**config.mk**
```make
export PLATFORM = sky130hd
export DESIGN_NAME = task_worker
export DESIGN_NICKNAME = d
export VERILOG_FILES = /design/src/rtl/task_worker.sv
export SDC_FILE = /design/constraint.sdc
export NUM_CORES = 1
export LEC_CHECK = 0
export ABC_AREA = 1
export CORE_ASPECT_RATIO = 0.7
export CORE_UTILIZATION = 30
export CTS_CLUSTER_SIZE = 24
export DETAILED_ROUTE_END_ITERATION = 8
export MAX_ROUTING_LAYER = met4
export SLEW_MARGIN = 20
export SYNTH_ARGS = -nofsm -noshare
export SYNTH_HDL_FRONTEND = slang
export SYNTH_SLANG_ARGS = --single-unit
```
**constraint.sdc**
```tcl
create_clock -name clk -period 3.95 [get_ports clk]
set_clock_uncertainty 0.05 [all_clocks]
set_input_delay 0.5925 -clock clk [delete_from_list [all_inputs] [get_ports clk]]
set_output_delay 0.5925 -clock clk [all_outputs]
set_load 0.05 [all_outputs]
```
**src/rtl/task_worker.sv**
```systemverilog
// task_worker: runs one job of `len` cycles at a time, pulses done on completion
// and keeps a wrapping completed-job counter plus a sticky overrun flag.
module task_worker (
  input  logic       clk,
  input  logic       reset,
  input  logic       start,
  input  logic [7:0] len,
  input  logic       abort,
  output logic       busy,
  output logic       done,
  output logic [7:0] count,
  output logic [7:0] jobs,
  output logic       err_overrun
);

  typedef enum logic [1:0] {
    IDLE = 2'd0,
    RUN  = 2'd1,
    DONE = 2'd2
  } state_t;

  state_t     state_q;
  state_t     state_d;
  logic [7:0] target_q;

  always_comb begin
    state_d = state_q;
    case (state_q)
      IDLE: begin
        if (start) begin
          state_d = (len == 8'd0) ? DONE : RUN;
        end
      end
      RUN: begin
        // abort outranks completion when both land on the same edge
        if (abort) begin
          state_d = IDLE;
        end else if (count == target_q - 8'd1) begin
          state_d = DONE;
        end
      end
      DONE: begin
        state_d = IDLE;
      end
      default: begin
        state_d = IDLE;
      end
    endcase
  end

  always_ff @(posedge clk) begin
    if (reset) begin
      state_q     <= IDLE;
      target_q    <= 8'd0;
      count       <= 8'd0;
      jobs        <= 8'd0;
      err_overrun <= 1'b0;
    end else begin
      state_q <= state_d;
      case (state_q)
        IDLE: begin
          if (start) begin
            target_q <= len;
            count    <= 8'd0;
          end
        end
        RUN: begin
          if (abort) begin
            count <= 8'd0;
          end else begin
            count <= count + 8'd1;
          end
        end
        default: begin
        end
      endcase
      if (state_d == DONE && state_q != DONE) begin
        jobs <= jobs + 8'd1;
      end
      if (start && state_q != IDLE) begin
        err_overrun <= 1'b1;
      end
    end
  end

  assign busy = (state_q != IDLE);
  assign done = (state_q == DONE);

endmodule

```
==> run summary <==
=====================================================================================
Number of antenna violations at the first check in global routing                   0
Run status                                                               complete, no violations
Placeable core region                                                        4780 µm²
Number of I/O port buffers                                                         30
Number of cells on the worst reg-to-reg path                                       15
Crit path time final                                                          2.26 ns
Cell types with the largest area share after synthesis                   dfxtp_1 (36%), nand2_1 (11%), nor2_1 (7.3%)
MaxCap Viol Count                                                                   0
Starting density of the core                                                    0.313
Largest net degree at the start of global routing                                  18
Count of standard-cell rows                                                        21
Total die area                                                               5280 µm²
EDFF count, synth                                                                   0
Worst hold path type                                                          reg2reg
Max-slew violations                                                                 0
Fraction of layout cells with a size suffix above 1                             0.104
Pre-Repair DR Iteration Count                                                       5
Clock power frac                                                                0.283
Worst vdd rail ir drop                                                         182 µV
Fraction of synthesized area in multiplexers                                        0
P_int                                                                        0.396 mW
Hold-critical path depth                                                            1
Chip Width                                                                    86.5 µm
Unrepaired setup endpoints after global routing                                    no
Instance count of the mapped netlist                                              219
CTS sink count                                                                     27
Sequential area share after synthesis                                           0.361
Via count of the routed design                                                   1400
Worst-path cell chain                                                    clkdlybuf4s50_1 > nand2_1 > inv_2 > nor2_4 > o21ai_0 > inv_1 > o21ai_1 > a21oi_1
Setup fix buffers added after clock tree synthesis                                  0
Final antenna-violating net count                                                   0
Endpoint type of the worst setup path                                            flop
Final layout net count                                                            266
Clock-pin slew of the registers on the worst-case setup and hold paths        0.09 ns
Area overhead of the layout relative to synthesis                               27.2%
P_leak                                                                       0.805 nW
Worst Setup Path Type                                                          in2reg
Dominant combinational cell family by area after synthesis               simple AND/OR/NAND/NOR gates
FFs w/ async S/R, synth                                                             0
Initial DRC count                                                                  89
Net switching share of the total power                                          0.291
Final setup violation count                                                         0
Hold Crit Endpoint                                                         state_q[1]
Number of remaining DRC errors                                                      0
Count of endpoints failing hold in the final timing report                          0
Data arrival, critical path                                                   2.38 ns
Most instantiated flip-flop cell in the synthesis netlist                     dfxtp_1
Reg-to-Reg End                                                                jobs[6]
Cell count along the critical path                                                  8
Net switching power                                                          0.162 mW
Relative max-transition margin                                                  0.628
Via density per instance                                                         4.39
Area share of the leading cell type in the synthesized netlist                  0.361
Hold buffer count at cts                                                            0
Summed negative setup slack over all endpoints                                   0 ns
Total Routing Usage GR                                                          0.138
Max Fanout on Critical Path                                                        17
Wire length of the first global-routing pass                                  5360 µm
Post-Place Cell Area                                                         1860 µm²
Final Non-Filler Cells                                                            319
Total number of H-tree levels                                                       1
Cell area power density                                                    293 nW/µm²
Area taken by multi-input logic gates                                         817 µm²
Synth Area in Compound Gates                                                    0.134
Synth Register Bits                                                                27
Number of resized instances in the post-cts repair step                             0
R2r startpoint                                                            target_q[0]
R2r setup slk                                                                 1.90 ns
Global-route congestion overflow total                                              0
Yosys warning total                                                                 0
Share of the synthesized netlist area taken by xor and xnor gates              0.0351
Standard cell with the maximum stage delay on the critical path          clkdlybuf4s50_1
Filler cells                                                                      539
Post-route clock period utilization                                             0.573
Tightest Pin Transition                                                      0.552 ns
Worst path top cell family by delay                                      buffers and inverters
WP data required                                                              4.07 ns
Distinct cell type count after synthesis                                           30
Post-Synth Simple-Gate Area                                                     0.352
CTS tree                                                                        built
Number of buffer and inverter instances along the worst setup path                  3
Sequential share of power                                                       0.519
Logic gate share of total power                                                 0.199
Post-synthesis area per instance                                             6.84 µm²
Slowest Stage Delay on Critical Path                                          0.48 ns
Average wire per standard cell                                                10.6 µm
Post-Synth Adder-Cell Area                                                     0.0251
Clock buffers created by TritonCTS                                                  3
Number of primary I/O pins                                                         31
Vias in the first global route                                                   1107
Total detailed-routing wirelength                                             3390 µm
Final cell utilization of the core                                              0.398
Buffers from clock root to sink, at most                                            2
Startpoint class of the critical path                                       input pin
Design Area, Final                                                           1910 µm²
Post-synthesis instance area                                                 1500 µm²
Worst hold path startpoint                                                 state_q[1]
Clk Latency, worst-skew pair                                                  0.27 ns
Cell total after placement                                                        315
Total nets after synthesis                                                        234
Antenna diodes                                                                      0
Register Area                                                                 541 µm²
Peak Freq                                                                     442 MHz
CTS root buf                                                                 clkbuf_8
Global placer's final weighted congestion                                       0.788
Die span in y                                                                 61.1 µm
Cell type with the highest aggregate area in the netlist                      dfxtp_1
Post-detail-place hpwl                                                        2660 µm
=====================================================================================
cell usage after synthesis, types with 4 or more instances:
master / n
nor2_2: 6
inv_1: 25
inv_2: 5
nand2_1: 45
o21ai_0: 10
a21oi_2: 4
dfxtp_1: 27
nor2_1: 29
a21oi_1: 17
nor3_1: 5
xor2_1: 4
nand3_1: 14
cell usage in the layout, fill, tap and decap left out:
cell	n
nand2_1	45
nand3b_1	1
clkbuf_1	1
nor4_1	1
inv_1	25
nor2_1	29
nand3_2	3
nand4_1	2
dfxtp_1	27
clkdlybuf4s50_1	30
clkbuf_8	3
a21oi_2	4
inv_2	5
and3_1	1
nor3_1	5
nor2_4	2
nor2_2	6
o21ai_1	3
ha_1	3
nor3b_1	1
nand2_2	2
o21a_1	1
nand2_4	1
xor2_1	4
o21ai_0	10
a21oi_1	17
o211ai_1	1
clkinv_1	1
xnor2_1	2
nand3_1	14
metrics by stage:
step | total power, mW | setup WS, ns | hold WS (ns)
after CTS | 0.566 | 1.68 | 0.412
after global routing | 0.593 | 1.54 | 0.435
after floorplan | 0.374 | 2.06 | 0.371
final | 0.559 | 1.69 | 0.408
after detailed placement | 0.407 | 1.40 | 0.398
after global placement | 0.407 | 1.46 | 0.386
how the worst max path moves through the flow:
stage / start / end / slack [ns]
finish: start / count[7] / 1.69
global route: start / count[7] / 1.54
CTS: state_q[1] / done / 1.68
detailed placement: start / count[7] / 1.40
global placement: start / count[7] / 1.46
floorplan: count[1] / jobs[4] / 2.06
cell families after synthesis:
family                   after synthesis
AND/OR/NAND/NOR                      113
adder cells (fa/ha/maj)                3
AO/OA/AOI/OAI                         36
flip-flops                            27
buffers and inverters                 34
XOR/XNOR                               6
final cells by class:
cell class | instances | area share
multi-input combinational | 158 | 0.429
sequential | 27 | 0.284
timing repair buffer | 30 | 0.158
inverter | 31 | 0.0611
tap | 69 | 0.0453
clock buffer | 4 | 0.0236
registers in the layout, indices dropped and copies added, names as in the netlist:
register and cells:
jobs 8, state_q 2, err_overrun 1, target_q 8, count 8
power groups by stage:
stage	Combinational [mW]	Clock (mW)	Sequential, mW
after floorplan	0.0739	0	0.300
after global placement	0.110	0	0.296
after detailed placement	0.111	0	0.296
after CTS	0.112	0.165	0.290
after global routing	0.123	0.178	0.291
final	0.111	0.158	0.290
routing by layer:
layer  vias up  share of wire  track usage
met2        37           0.38        0.175
met4         0          0.010       0.0357
met3         4          0.051       0.0402
met1       600           0.56        0.207
met5         -              0            -
li1        759              -            -
(Power assumes the default switching activity.)
